<file path="config.mk">
export PLATFORM = sky130hd
export DESIGN_NAME = bouncing_box_gen
export DESIGN_NICKNAME = d
export VERILOG_FILES = /design/src/rtl/bouncing_box_pkg.sv /design/src/rtl/bouncing_box_gen_box_axis.sv /design/src/rtl/bouncing_box_gen.sv
export SDC_FILE = /design/constraint.sdc
export NUM_CORES = 1
export LEC_CHECK = 0
export CAP_MARGIN = 20
export CORE_UTILIZATION = 60
export DETAILED_ROUTE_END_ITERATION = 8
export PLACE_DENSITY = 0.88
export SLEW_MARGIN = 10
export SYNTH_ARGS = -nofsm -noshare
export SYNTH_HDL_FRONTEND = slang
export SYNTH_SLANG_ARGS = --single-unit
</file>
<file path="constraint.sdc">
create_clock -name clk -period 5.1 [get_ports clk]
set_input_delay 1.02 -clock clk [delete_from_list [all_inputs] [get_ports clk]]
set_output_delay 1.02 -clock clk [all_outputs]
set_load 0.01 [all_outputs]
</file>
<file path="src/rtl/bouncing_box_pkg.sv">
// Shared constants and types for the bouncing-box pixel source.
package bouncing_box_pkg;

    typedef enum logic {
        DIR_POS = 1'b0,
        DIR_NEG = 1'b1
    } dir_t;

    localparam logic [23:0] COL_WHITE   = 24'hFFFFFF;
    localparam logic [23:0] COL_YELLOW  = 24'hFFFF00;
    localparam logic [23:0] COL_CYAN    = 24'h00FFFF;
    localparam logic [23:0] COL_GREEN   = 24'h00FF00;
    localparam logic [23:0] COL_MAGENTA = 24'hFF00FF;
    localparam logic [23:0] COL_RED     = 24'hFF0000;
    localparam logic [23:0] COL_BLUE    = 24'h0000FF;
    localparam logic [23:0] COL_BLACK   = 24'h000000;

    localparam logic [7:0] CHK_HI = 8'hC0;
    localparam logic [7:0] CHK_LO = 8'h40;

endpackage

</file>
<file path="src/rtl/bouncing_box_gen_box_axis.sv">
// One axis of the bouncing square: position, direction and edge bounce.
module box_axis
    import bouncing_box_pkg::*;
#(
    parameter int unsigned LIMIT = 640,
    parameter int unsigned SIZE  = 32,
    parameter int unsigned STEP  = 2
) (
    input  logic       clk,
    input  logic       rst,
    input  logic       tick,
    input  logic       run,
    output logic [9:0] pos,
    output logic       dir
);

    localparam logic [9:0]  MAX_POS  = 10'(LIMIT - SIZE);
    localparam logic [10:0] FAR_EDGE = 11'(SIZE + STEP);

    dir_t       dir_q;
    logic [10:0] pos_w;

    assign pos_w = {1'b0, pos};
    assign dir   = dir_q;

    // An overshoot clamps to the edge and reverses; the step is not carried over.
    always_ff @(posedge clk or negedge rst) begin
        if (!rst) begin
            pos   <= '0;
            dir_q <= DIR_POS;
        end else if (tick && run) begin
            case (dir_q)
                DIR_POS: begin
                    if (pos_w + FAR_EDGE > 11'(LIMIT)) begin
                        pos   <= MAX_POS;
                        dir_q <= DIR_NEG;
                    end else begin
                        pos <= pos + 10'(STEP);
                    end
                end
                default: begin
                    if (pos_w < 11'(STEP)) begin
                        pos   <= '0;
                        dir_q <= DIR_POS;
                    end else begin
                        pos <= pos - 10'(STEP);
                    end
                end
            endcase
        end
    end

endmodule

</file>
<file path="src/rtl/bouncing_box_gen.sv">
// Colour-bar background with a bouncing square; pixel output registered, 1 clk latency.
// Define CHECKER_BG_EN to replace the bars with a scrolling checkerboard.
module bouncing_box_gen
    import bouncing_box_pkg::*;
#(
    parameter int unsigned H_ACTIVE      = 640,
    parameter int unsigned V_ACTIVE      = 480,
    parameter int unsigned BOX_SIZE      = 32,
    parameter int unsigned STEP_X        = 2,
    parameter int unsigned STEP_Y        = 1,
    parameter logic [23:0] BOX_COLOR     = 24'hFFFFFF,
    parameter bit          VSYNC_ACT_LOW = 1'b1
) (
    input  logic       clk,
    input  logic       rst,
    input  logic [9:0] x,
    input  logic [9:0] y,
    input  logic       vsync,
    input  logic       run,
    output logic [7:0] red,
    output logic [7:0] green,
    output logic [7:0] blue,
    output logic [7:0] frame_cnt
);

    localparam int unsigned BAR_W = H_ACTIVE / 8;

    logic        vs_q;
    logic        frame_tick;
    logic [9:0]  box_x, box_y;
    logic        dir_x, dir_y;
    logic        unused_dir;
    logic [10:0] x_w, y_w, bx_w, by_w;
    logic        in_area, in_box;
    logic [23:0] bg;

    // Normalise both samples to active-high so the tick is a plain rising edge.
    assign frame_tick = (vsync ^ VSYNC_ACT_LOW) & ~(vs_q ^ VSYNC_ACT_LOW);
    assign unused_dir = dir_x ^ dir_y;

    always_ff @(posedge clk or negedge rst) begin
        if (!rst) begin
            vs_q      <= VSYNC_ACT_LOW;
            frame_cnt <= '0;
        end else begin
            vs_q <= vsync;
            if (frame_tick)
                frame_cnt <= frame_cnt + 8'd1;
        end
    end

    box_axis #(.LIMIT(H_ACTIVE), .SIZE(BOX_SIZE), .STEP(STEP_X)) u_axis_x (
        .clk  (clk),
        .rst  (rst),
        .tick (frame_tick),
        .run  (run),
        .pos  (box_x),
        .dir  (dir_x)
    );

    box_axis #(.LIMIT(V_ACTIVE), .SIZE(BOX_SIZE), .STEP(STEP_Y)) u_axis_y (
        .clk  (clk),
        .rst  (rst),
        .tick (frame_tick),
        .run  (run),
        .pos  (box_y),
        .dir  (dir_y)
    );

    assign x_w  = {1'b0, x};
    assign y_w  = {1'b0, y};
    assign bx_w = {1'b0, box_x};
    assign by_w = {1'b0, box_y};

    always_comb begin
        in_area = (x_w < 11'(H_ACTIVE)) && (y_w < 11'(V_ACTIVE));
        in_box  = (x_w >= bx_w) && (x_w < bx_w + 11'(BOX_SIZE)) &&
                  (y_w >= by_w) && (y_w < by_w + 11'(BOX_SIZE));
    end

`ifdef CHECKER_BG_EN
    logic       scroll_b5;
    logic [4:0] unused_scroll_lo;

    // Only bit 5 of x+frame_cnt matters, so a 6-bit add is enough.
    assign {scroll_b5, unused_scroll_lo} = x[5:0] + frame_cnt[5:0];

    always_comb begin
        bg = (scroll_b5 ^ y[5]) ? {CHK_HI, CHK_HI, CHK_HI} : {CHK_LO, CHK_LO, CHK_LO};
    end
`else
    always_comb begin
        bg = COL_BLACK;
        if      (x_w < 11'(BAR_W * 1)) bg = COL_WHITE;
        else if (x_w < 11'(BAR_W * 2)) bg = COL_YELLOW;
        else if (x_w < 11'(BAR_W * 3)) bg = COL_CYAN;
        else if (x_w < 11'(BAR_W * 4)) bg = COL_GREEN;
        else if (x_w < 11'(BAR_W * 5)) bg = COL_MAGENTA;
        else if (x_w < 11'(BAR_W * 6)) bg = COL_RED;
        else if (x_w < 11'(BAR_W * 7)) bg = COL_BLUE;
    end
`endif

    always_ff @(posedge clk or negedge rst) begin
        if (!rst) begin
            {red, green, blue} <= '0;
        end else if (!in_area) begin
            {red, green, blue} <= '0;
        end else if (in_box) begin
            {red, green, blue} <= BOX_COLOR;
        end else begin
            {red, green, blue} <= bg;
        end
    end

endmodule

</file>
---- Word-level counts from Yosys, hierarchy flattened ----
Index checks and enable logic that the tools add are counted.
cells by class
  reductions and logical operators ........ 5
  magnitude comparators ................... 17
  add/subtract/negate cells ............... 9
  muxes and demuxes ....................... 25
  bitwise gates (word level) .............. 2
operators with widths
  kind                                                                     number
  24-bit 2-to-1 mux                                                        6
  10-bit 2-to-1 mux                                                        6
  8-bit 2-to-1 mux                                                         7
  10-bit by 6-bit adder with 11-bit output (second input constant)         4
  10-bit by 9-bit < comparator with 1-bit output (second input constant)   4
  10-bit by 11-bit < comparator with 1-bit output                          2
  10-bit >= comparator                                                     2
  10-bit < comparator (second input constant)                              2
  10-bit by 8-bit < comparator with 1-bit output (second input constant)   2
  11-bit by 10-bit > comparator with 1-bit output (second input constant)  1
  11-bit by 9-bit > comparator with 1-bit output (second input constant)   1
  10-bit by 1-bit adder with 10-bit output (second input constant)         1
  10-bit by 2-bit adder with 10-bit output (second input constant)         1
  10-bit by 1-bit < comparator with 1-bit output (second input constant)   1
  10-bit by 2-bit < comparator with 1-bit output (second input constant)   1
  10-bit by 7-bit < comparator with 1-bit output (second input constant)   1
  10-bit by 1-bit subtractor with 10-bit output (second input constant)    1
  10-bit by 2-bit subtractor with 10-bit output (second input constant)    1
  8-bit by 1-bit adder with 8-bit output (second input constant)           1
  1-bit 2-to-1 mux                                                         6
  1-bit logical AND                                                        5
  1-bit bitwise AND                                                        1
  1-bit NOT                                                                1
storage, ports and cells
  logic and storage cells ................. 67
  bits in registers ....................... 55
  bits of input ports ..................... 24

---- Logic depth before layout (Yosys ltp) ----
Gate-level depths: netlist (run 1).
  depth after elaboration ................. 10
  mapped depth ............................ 11

---- Modules after synthesis ----
Synthesis (run 1) repeated with hierarchy kept, for this count alone.
second synthesis, totals
  cells, all modules ...................... 437
  area, all modules ....................... 3565.9 um^2
modules (own cells, without submodules)
  module               area an instance (um^2)  cells an instance  instances  sequential area each (um^2)
  bouncing_box_gen     1652.8                   191                1          301.5
  box_axis (u_axis_x)  958.4                    121                1          250.2
  box_axis (u_axis_y)  954.7                    125                1          275.3

---- Worst setup path after synthesis (run 1) ----
Ideal clock, no wire load.
  path type ............................... input port to flip-flop
  start ................................... input x[1]
  end ..................................... register blue[6]
  slack ................................... 2530 ps
  cell stages on the path ................. 7
  required time ........................... 5006 ps
  data arrival time ....................... 2476 ps
  cells stage by stage .................... ha_1 -> o21a_1 -> o211ai_1 -> a21oi_1 -> o41ai_1 -> nand3_1 -> a211oi_1
on the way
  cells in the longest elaborated chain, start to end .. 10
ends and longest elaborated chain
  what                  RTL line                 text
  from (decl)           bouncing_box_gen.sv:16   input logic [9:0] x,
  10-bit < comparator   bouncing_box_gen.sv:100  else if (x_w < 11'(BAR_W * 7)) bg = COL_BLUE;
  8-bit 2-to-1 mux      bouncing_box_gen.sv:100
  24-bit 2-to-1 mux     bouncing_box_gen.sv:99   else if (x_w < 11'(BAR_W * 6)) bg = COL_RED;
  24-bit 2-to-1 mux     bouncing_box_gen.sv:98   else if (x_w < 11'(BAR_W * 5)) bg = COL_MAGENTA;
  24-bit 2-to-1 mux     bouncing_box_gen.sv:97   else if (x_w < 11'(BAR_W * 4)) bg = COL_GREEN;
  24-bit 2-to-1 mux     bouncing_box_gen.sv:96   else if (x_w < 11'(BAR_W * 3)) bg = COL_CYAN;
  24-bit 2-to-1 mux     bouncing_box_gen.sv:95   else if (x_w < 11'(BAR_W * 2)) bg = COL_YELLOW;
  24-bit 2-to-1 mux     bouncing_box_gen.sv:94   if (x_w < 11'(BAR_W * 1)) bg = COL_WHITE;
  8-bit 2-to-1 mux      bouncing_box_gen.sv:109  end else if (in_box) begin
  8-bit 2-to-1 mux *    bouncing_box_gen.sv:107  end else if (!in_area) begin
  to (signal assigned)  bouncing_box_gen.sv:112  {red, green, blue} <= bg;
  to (decl)             bouncing_box_gen.sv:22   output logic [7:0] blue,
Mark *: on every way between the ends. The rest lies on a longest branch, timed or not.
A chain may end at the register's enable or synchronous reset.

---- Worst setup path after layout (run 1) ----
  start ................................... input x[6]
  end ..................................... register green[6]
on the way
  cells in the longest elaborated chain, start to end .. 8
ends and longest elaborated chain
  what                                            RTL line                 text
  10-bit by 9-bit < comparator with 1-bit output  bouncing_box_gen.sv:98
  24-bit 2-to-1 mux                               bouncing_box_gen.sv:98
  24-bit 2-to-1 mux                               bouncing_box_gen.sv:97
  24-bit 2-to-1 mux                               bouncing_box_gen.sv:96
  24-bit 2-to-1 mux                               bouncing_box_gen.sv:95
  24-bit 2-to-1 mux                               bouncing_box_gen.sv:94
  8-bit 2-to-1 mux                                bouncing_box_gen.sv:109
  8-bit 2-to-1 mux *                              bouncing_box_gen.sv:107
  to (signal assigned)                            bouncing_box_gen.sv:112
  to (decl)                                       bouncing_box_gen.sv:21   output logic [7:0] green,
Marked as above.

==> results.cfg, run 1 <==
[sta]
period_share_pct = 61.1
tns_ns = 0
fin_crit_ns = 3.11
hold_viol = 0
slew_viol_final = 0
setup_ws_ns = 1.99
setup_viol_count_final = 0
max_freq_mhz = 321
maxSlewHeadroom_pct = 32.4
clock-skew-final_ns = 0.00857
rsz0062_at_grt = false
worst_pin_slew_ns = 1.01
whs_ns = 0.473

[finish]
nNetsFinal = 514
final_util_pct = 71.9
n_antenna_cell = 0
area_delta_synth_final_pct = 13.7
drive_gt1_share_pct = 5.32

[logic_synthesis]
postSynth.asyncResetShare_pct = 100
synth_edf_count = 0
ys_ff_latch = 33
synth_flop_cell = dfrtp_1
synth_area_per_cell_um2 = 8.21
syn_nets = 496
yosysSeqAreaShare_pct = 23.3
netlist_area_um2 = 3550
yosysUniqueCellTypes = 66
postSynthCellCount = 432
yosys_warnings = 0

[global_routing]
met1_usage_pct = 36.6
grt_busiest_layer = met2
track_usage_pct = 28.9
met2_usage_pct = 50.1
grt_max_degree = 34
gr-usage-met3_pct = 5.40
grt_antenna_before_repair = 0
grt_overflow = 0
grt_pass1_wl_mm = 14.4
grt_pass1_vias = 3155

[clocking]
cts_tree = built
cts_hold_buffers = 0
htreeDepth = 2
cts.sinks = 33
cts_buffers = 5
ctsResizeCount = 0
postCtsSetupRepairBufs = 0
clkLatencyLatePin_ns = 0.30
clkTransAtPathRegs_ns = 0.07
ctsLongestPathBuffers = 2
root_buffer = clkbuf_8

[job]
max_cap_viol_count = 0

[die]
io_pins = 56
die-area_um2 = 6230
core_area_um2 = 5610
start_util_pct = 63.3
die_y_um = 78.9
rows = 27
die_w_um = 78.9

[worst_setup_path]
cp.arrival_ns = 3.32
path_class = in -> reg
crit_chain = clkdlybuf4s50_1 -> ha_1 -> a21o_1 -> a21oi_1 -> nor2b_1 -> o41ai_1 -> a31oi_1 -> nor3_1
worst-path-buf-inv = 1
slowest_stage = clkdlybuf4s50_1
worstSetupStartpointType = input port
path_delay_family = compound AO/OA/AOI/OAI gates
r2r_setup_slack_ns = 2.11
cp-end-kind = flip-flop
max_stage_delay_ns = 0.69
cp_max_fo = 9
cp.required_ns = 5.30

[route]
num_vias = 3466
first_pass_iters = 5
wl_per_cell_um = 16.8
antenna_left = 0
drt_iter0_drc = 476
vias_per_cell = 6.63
drc = 0
drt-total-wl_mm = 8.78

[pwr]
p_per_area_nw_per_um2 = 400
p_leak_nw = 1.65
p_total_mw = 1.61
vdd_drop_max_mv = 0.255

[place]
port_buffers = 54
dpl.hpwl_mm = 6.39
gpl.final_weighted_congestion = 0.904
pre_cts_ws_ns = 1.68

[status]
status = finished clean

[hold_path]
hold_path_class = reg -> reg
## through the flow
step / instances / area [µm²]
after detailed placement: 515 / 3920
after global placement: 515 / 3920
after floorplan: 432 / 3550
after CTS: 523 / 4030
final: 523 / 4030
after global routing: 523 / 4030
## area by class of cell
| class | instances | area [µm²] |
|---|---|---|
| Multi-Input combinational cell | 325 | 2340 |
| Timing Repair Buffer | 55 | 548 |
| Inverter | 30 | 113 |
| Clock buffer | 7 | 86.3 |
| Clock inverter | 1 | 30.0 |
| Sequential cell | 33 | 827 |
| Fill cell | 496 | 1570 |
| Tap cell | 72 | 90.1 |
## path summary, 6_finish.rpt
path | cells after the start | startpoint | endpoint
setup reg to reg | 9 | u_axis_x.pos[5] | green[6]
hold / removal | 1 | frame_cnt[7] | frame_cnt[7]
hold reg to reg | 1 | frame_cnt[7] | frame_cnt[7]
setup / recovery | 8 | x[6] | green[6]
min in group asynchronous | 2 | rst | u_axis_x.pos[3]
max in group asynchronous | 2 | rst | vs_q
## report_power, final
part | leakage (nW) | switching [mW] | total (mW) | internal, mW
registers | 0.398 | 0.180 | 0.511 | 0.332
clock network | 0.0585 | 0.104 | 0.263 | 0.159
logic | 1.19 | 0.453 | 0.837 | 0.384
## flip-flops by register name (all words and copies together), names as in the netlist
name and cells:
green 1, frame_cnt 8, vs_q 1, u_axis_y.pos 10, u_axis_y.dir 1, u_axis_x.pos 9
red 1, u_axis_x.dir 1, blue 1
## cell usage after synthesis (4+ instances only)
cell type   n  area share, %
o21ai_1     7           0.99
a211oi_1    8            1.7
o21ai_0    19            2.7
inv_1      29            3.1
xnor2_1    15            3.7
clkbuf_1   11            1.2
buf_4      25            5.3
a211o_1     6            1.5
nand2_1    25            2.6
a21oi_1    22            3.1
xor2_1      5            1.2
nor4_1      5           0.88
ha_1       40             14
a21o_1      7            1.5
o211ai_1    5            1.1
and4_1      4           0.99
nor2_1     20            2.1
nor3_1     21            3.0
a41oi_1     4           0.99
nand4_1    10            1.8
a31oi_1    13            2.3
dfrtp_1    32             23
nand3_1    25            3.5
nand2b_1    4           0.71
buf_2       8            1.1
## worst reg2reg max path, stage by stage (launching register included)
cell and delay [ns]:
dfrtp_1 0.74, inv_2 0.15, nor3_1 0.39, xnor2_1 0.18, ha_1 0.28, nand4b_1 0.11, a21oi_1 0.06, o41ai_1 0.58
a31oi_1 0.19, nor3_1 0.22
## layer usage
layer	vias to the layer above	wire length (µm)	part of all wire, %
li1	1631	-	-
met3	24	658	7.5
met4	0	138	1.6
met1	1646	3690	42
met5	-	0	0
met2	165	4290	49
## kinds of logic (layout without fill, tap and decap cells)
group	after synthesis	in the layout	share of synthesized area, %
AND/OR/NAND/NOR	137	137	20.6
AO/OA/AOI/OAI	123	123	24.8
multiplexers	4	4	1.20
buffers and inverters	74	93	10.8
XOR/XNOR	20	20	4.94
adder cells (fa/ha/maj)	41	41	14.4
flip-flops	33	33	23.3
## placed cells by master (no fill, tap or decap), drive strengths merged, types with 3 or more instances in the layout
cell	instances
nand2b	4
ha	40
nor2	20
and3	3
a31oi	13
o21ai	26
clkbuf	7
a211o	6
or2	3
nor2b	3
a21o	7
nor3	21
o211ai	5
nor4b	3
nor4	5
xnor2	15
a21oi	24
or3	3
dfrtp	32
a41oi	4
a211oi	8
inv	30
nand4	10
clkdlybuf4s50	54
nand3	25
nand2	25
xor2	5
and4	4
o311ai	4
Power figures use the tool's default switching activity.
==> run 2: changes to the inputs <==
--- a/config.mk
+++ b/config.mk
@@ -6,9 +6,9 @@
 export NUM_CORES = 1
 export LEC_CHECK = 0
 export CAP_MARGIN = 20
-export CORE_UTILIZATION = 60
+export CORE_UTILIZATION = 50
 export DETAILED_ROUTE_END_ITERATION = 8
-export PLACE_DENSITY = 0.88
+export PLACE_DENSITY = 0.78
 export SLEW_MARGIN = 10
 export SYNTH_ARGS = -nofsm -noshare
 export SYNTH_HDL_FRONTEND = slang
==> constraint.sdc (replaced) <==
create_clock -name clk -period 2.83 [get_ports clk]
set_input_delay 0.566 -clock clk [delete_from_list [all_inputs] [get_ports clk]]
set_output_delay 0.566 -clock clk [all_outputs]
set_load 0.01 [all_outputs]
==> run 2 against run 1 <==
Effect of this change: sequential cell count stayed put; die area up 19%; first-iteration DRC count is 48% lower; critical endpoint is now blue[6]; highest routed layer unchanged.
==> results.cfg, run 2 (synthesized netlist as in run 1, its figures left out) <==
[sta]
slew_viol_final = 0
max_freq_mhz = 382
hold_viol = 0
tns_ns = 0
clock-skew-final_ns = 0.00632
fin_crit_ns = 2.62
worst_pin_slew_ns = 0.632
period_share_pct = 92.6
setup_viol_count_final = 0
maxSlewHeadroom_pct = 57.7
rsz0062_at_grt = false

[route]
wl_per_cell_um = 15.0
drt-total-wl_mm = 8.38
num_vias = 3378
drc = 0
vias_per_cell = 6.05
drt_iter0_drc = 246
first_pass_iters = 5
antenna_left = 0

[global_routing]
grt_pass1_vias = 2985
grt_antenna_before_repair = 0
grt_pass1_wl_mm = 13.8
track_usage_pct = 23.0
grt_max_degree = 34
grt_overflow = 0

[worst_setup_path]
max_stage_delay_ns = 0.54
worstSetupStartpointType = flip-flop
cp-end-kind = flip-flop
cp_max_fo = 7
cp.required_ns = 3.04
crit_chain = inv_2 -> nor3_1 -> xnor2_1 -> ha_1 -> nand4b_1 -> a21oi_1 -> o41ai_1 -> buf_4 -> nand3_1 -> a211oi_1
slowest_stage = dfrtp_1
r2r_setup_slack_ns = 0.21
cp.arrival_ns = 2.83
path_class = reg -> reg

[finish]
top_regs = u_axis_y.pos: 10 flops, u_axis_x.pos: 9 flops, frame_cnt: 8 flops
final.fill_count = 624
nNetsFinal = 525
regMostFlops = u_axis_y.pos
drive_gt1_share_pct = 7.79
mostFrequentLayoutCells = clkdlybuf4s50_1, ha_1, dfrtp_1
fin_cells = 558
fin_area_um2 = 4130
layout_commonest_cell = clkdlybuf4s50_1
largest_reg_flops = 10
area_delta_synth_final_pct = 16.3
n_antenna_cell = 0
final_util_pct = 60.4

[clocking]
postCtsSetupRepairBufs = 0
cts.sinks = 33
clkLatencyLatePin_ns = 0.30
htreeDepth = 2
ctsLongestPathBuffers = 2
ctsResizeCount = 0
clkTransAtPathRegs_ns = 0.07
cts_buffers = 5
root_buffer = clkbuf_8
cts_hold_buffers = 0
cts_tree = built

[pwr]
vdd_drop_max_mv = 0.441
p_total_mw = 2.84
seqPwrFrac_pct = 30.7
clockPowerShare_pct = 13.5
power_frac_comb_pct = 55.8
sw_frac_of_total_pct = 46.3
power_switching_mw = 1.32
intPower_mw = 1.52
p_leak_nw = 1.70
p_per_area_nw_per_um2 = 688

[die]
core_area_um2 = 6830
io_pins = 56
rows = 30
die_w_um = 86.2
die_y_um = 86.2
die-area_um2 = 7440
start_util_pct = 51.9

[place]
dpl.hpwl_mm = 6.31
gpl.final_weighted_congestion = 0.890
dpl_cell_area_um2 = 4030
place_inst = 550
port_buffers = 54

[job]
max_cap_viol_count = 0

[status]
status = finished clean

[hold_path]
hold_path_class = reg -> reg
-- run 2: cell count changes in the layout (fill, tap and decap cells not counted) --
cell       delta
buf_4        +11
bufinv_16     -1
clkbuf_1      -1
clkinv_2      +1
clkinv_4      +1
-- run 2: power by group through the flow --
stage                     registers [mW]  clock network (mW)  logic, mW
after floorplan                    0.762                   0       1.22
after global placement             0.860                   0       1.50
after detailed placement           0.869                   0       1.56
after CTS                          0.864               0.390       1.57
after global routing               0.899               0.409       1.77
final                              0.873               0.383       1.58
-- run 2: metal layers --
metal  global-route usage, %  up-vias  share of wire (%)
met5                       0        -                  0
met4                    6.67        0                1.4
met3                    4.86       12                6.4
met2                    39.0      128                 46
met1                    29.6     1584                 46
li1                        -     1654                  -
-- run 2: final cells by class --
type / count / area (µm²) / share of cell area [%]
tap: 96 / 120 / 2.91
timing repair buffer: 66 / 631 / 15.3
clock inverter: 2 / 13.8 / 0.334
clock buffer: 6 / 82.6 / 2.00
multi-input combinational: 325 / 2340 / 56.7
sequential: 33 / 827 / 20.0
inverter: 30 / 113 / 2.73
-- run 2: metrics by stage --
step / setup slack, ns / hold WS (ns)
after global routing: 0.00107 / 0.499
after CTS: 0.230 / 0.482
final: 0.211 / 0.475
after detailed placement: 0.0910 / 0.468
after floorplan: 0.498 / 0.270
after global placement: 0.0954 / 0.464
-- run 2: worst paths after layout --
path	from	to	depth (start not counted)
setup / recovery	u_axis_x.pos[5]	blue[6]	10
hold / removal	frame_cnt[7]	frame_cnt[7]	1
setup reg to reg	u_axis_x.pos[5]	blue[6]	10
hold reg to reg	frame_cnt[7]	frame_cnt[7]	1
max in group asynchronous	rst	vs_q	2
min in group asynchronous	rst	u_axis_x.pos[2]	2
-- run 2: worst max-delay path, delay by kind of cell, from the launching register on --
family,cells,cell delay (ns)
and+or+nand+nor,3,0.55
AOI/OAI and AO/OA,3,0.69
buffers and inverters,2,0.31
DFF,1,0.54
adders and majority gates,1,0.27
xor gates and xnor gates,1,0.18
==> run 3: changes to the inputs <==
--- a/config.mk
+++ b/config.mk
@@ -7,7 +7,9 @@
 export LEC_CHECK = 0
 export CAP_MARGIN = 20
 export CORE_UTILIZATION = 50
+export CTS_CLUSTER_DIAMETER = 200
 export DETAILED_ROUTE_END_ITERATION = 8
+export MAX_ROUTING_LAYER = met4
 export PLACE_DENSITY = 0.78
 export SLEW_MARGIN = 10
 export SYNTH_ARGS = -nofsm -noshare
==> run 3 against run 2 <==
Effect of this change: register-to-register slack better by 0.09 ns; worst hold slack better by 0.0086 ns; sequential power is essentially flat; clock skew is 0.0015 ns higher; design area up 0.12%; critical path depth grew 1; power is 0.60% higher; global-route usage is 1.5 points higher; largest cell class unchanged; largest power group unchanged.
==> results.cfg, run 3 (synthesized netlist as in run 1, its figures left out) <==
[status]
status = finished clean

[place]
place_inst = 550
dpl.hpwl_mm = 6.40
gpl.final_weighted_congestion = 0.911
port_buffers = 54

[sta]
hold_viol = 0
worst_pin_slew_ns = 0.658
rsz0062_at_grt = false
fin_crit_ns = 2.53
whs_ns = 0.483
slew_viol_final = 0
tns_ns = 0
clock-skew-final_ns = 0.00780
period_share_pct = 89.5
setup_viol_count_final = 0
maxSlewHeadroom_pct = 56.0
max_freq_mhz = 395

[clocking]
cts_buffers = 5
htreeDepth = 2
ctsResizeCount = 0
clkLatencyLatePin_ns = 0.29
cts_tree = built
postCtsSetupRepairBufs = 0
cts_hold_buffers = 0
root_buffer = clkbuf_8
cts.sinks = 33
clkTransAtPathRegs_ns = 0.07
ctsLongestPathBuffers = 2

[finish]
largest_reg_flops = 10
n_antenna_cell = 0
nNetsFinal = 525
final.fill_count = 643
area_delta_synth_final_pct = 16.4
fin_cells = 558
layout_commonest_cell = clkdlybuf4s50_1
regMostFlops = u_axis_y.pos
drive_gt1_share_pct = 7.79
top_regs = u_axis_y.pos: 10 flops, u_axis_x.pos: 9 flops, frame_cnt: 8 flops
final_util_pct = 60.5
mostFrequentLayoutCells = clkdlybuf4s50_1, ha_1, dfrtp_1

[die]
die_w_um = 86.2
rows = 30
io_pins = 56
start_util_pct = 51.9
die-area_um2 = 7440
die_y_um = 86.2
core_area_um2 = 6830

[worst_setup_path]
crit_chain = inv_1 -> ha_1 -> inv_1 -> ha_1 -> a21o_1 -> a21oi_1 -> nor2b_1 -> o41ai_1 -> buf_4 -> nand3_1 -> a211oi_1
max_stage_delay_ns = 0.44
cp.arrival_ns = 2.73
cp.required_ns = 3.03
cp-end-kind = flip-flop
slowest_stage = dfrtp_1
worstSetupStartpointType = flip-flop
r2r_setup_slack_ns = 0.30
path_delay_family = compound AO/OA/AOI/OAI gates
path_class = reg -> reg
cp_max_fo = 7
worst-path-buf-inv = 3

[route]
first_pass_iters = 5
drt_iter0_drc = 286
drt-total-wl_mm = 8.51
num_vias = 3418
vias_per_cell = 6.13
antenna_left = 0
wl_per_cell_um = 15.3
drc = 0

[hold_path]
hold_path_class = reg -> reg

[job]
max_cap_viol_count = 0

[global_routing]
grt_pass1_wl_mm = 14.2
grt_antenna_before_repair = 0
grt_overflow = 0
grt_max_degree = 34
grt_pass1_vias = 3035
track_usage_pct = 24.5

[pwr]
p_total_mw = 2.86
p_per_area_nw_per_um2 = 691
vdd_drop_max_mv = 0.486
p_leak_nw = 1.70
## run 3: path summary, 6_finish.rpt
kind                              endpoint            start  cells after the start
min in group asynchronous  u_axis_x.pos[3]              rst                      2
setup reg to reg                   blue[6]  u_axis_x.pos[6]                     11
hold / removal                frame_cnt[7]     frame_cnt[7]                      1
hold reg to reg               frame_cnt[7]     frame_cnt[7]                      1
setup / recovery                   blue[6]  u_axis_x.pos[6]                     11
max in group asynchronous             vs_q              rst                      2
## run 3: layer usage
| metal | wire length (µm) | global-route usage [%] | vias to the layer above |
|---|---|---|---|
| met5 | 0 | - | - |
| met4 | 80 | 5.15 | 0 |
| li1 | - | - | 1647 |
| met2 | 3960 | 38.8 | 126 |
| met3 | 481 | 4.19 | 16 |
| met1 | 3990 | 33.1 | 1629 |
## run 3: worst register-to-register path: stages (launching register included)
cell,delay [ns]
dfrtp_1,0.44
inv_1,0.17
ha_1,0.32
inv_1,0.05
ha_1,0.29
a21o_1,0.17
a21oi_1,0.15
nor2b_1,0.06
o41ai_1,0.29
buf_4,0.18
nand3_1,0.07
a211oi_1,0.24
## run 3: report_power, final
part	switching (mW)	internal [mW]
Clock	0.177	0.220
Sequential	0.274	0.599
Combinational	0.857	0.729
## run 3: cell type report
| type | instances | area (µm²) | area share [%] |
|---|---|---|---|
| multi-input combinational | 325 | 2340 | 56.6 |
| sequential | 33 | 827 | 20.0 |
| timing repair buffer | 66 | 631 | 15.3 |
| tap | 96 | 120 | 2.91 |
| inverter | 30 | 113 | 2.73 |
| clock buffer | 7 | 96.3 | 2.33 |
| clock inverter | 1 | 5.00 | 0.121 |
## run 3: stage by stage
stage | cell area [µm²] | setup slack [ns]
after CTS | 4130 | 0.273
after global routing | 4130 | 0.119
after floorplan | 3550 | 0.498
after global placement | 4030 | 0.115
after detailed placement | 4030 | 0.0909
final | 4130 | 0.297
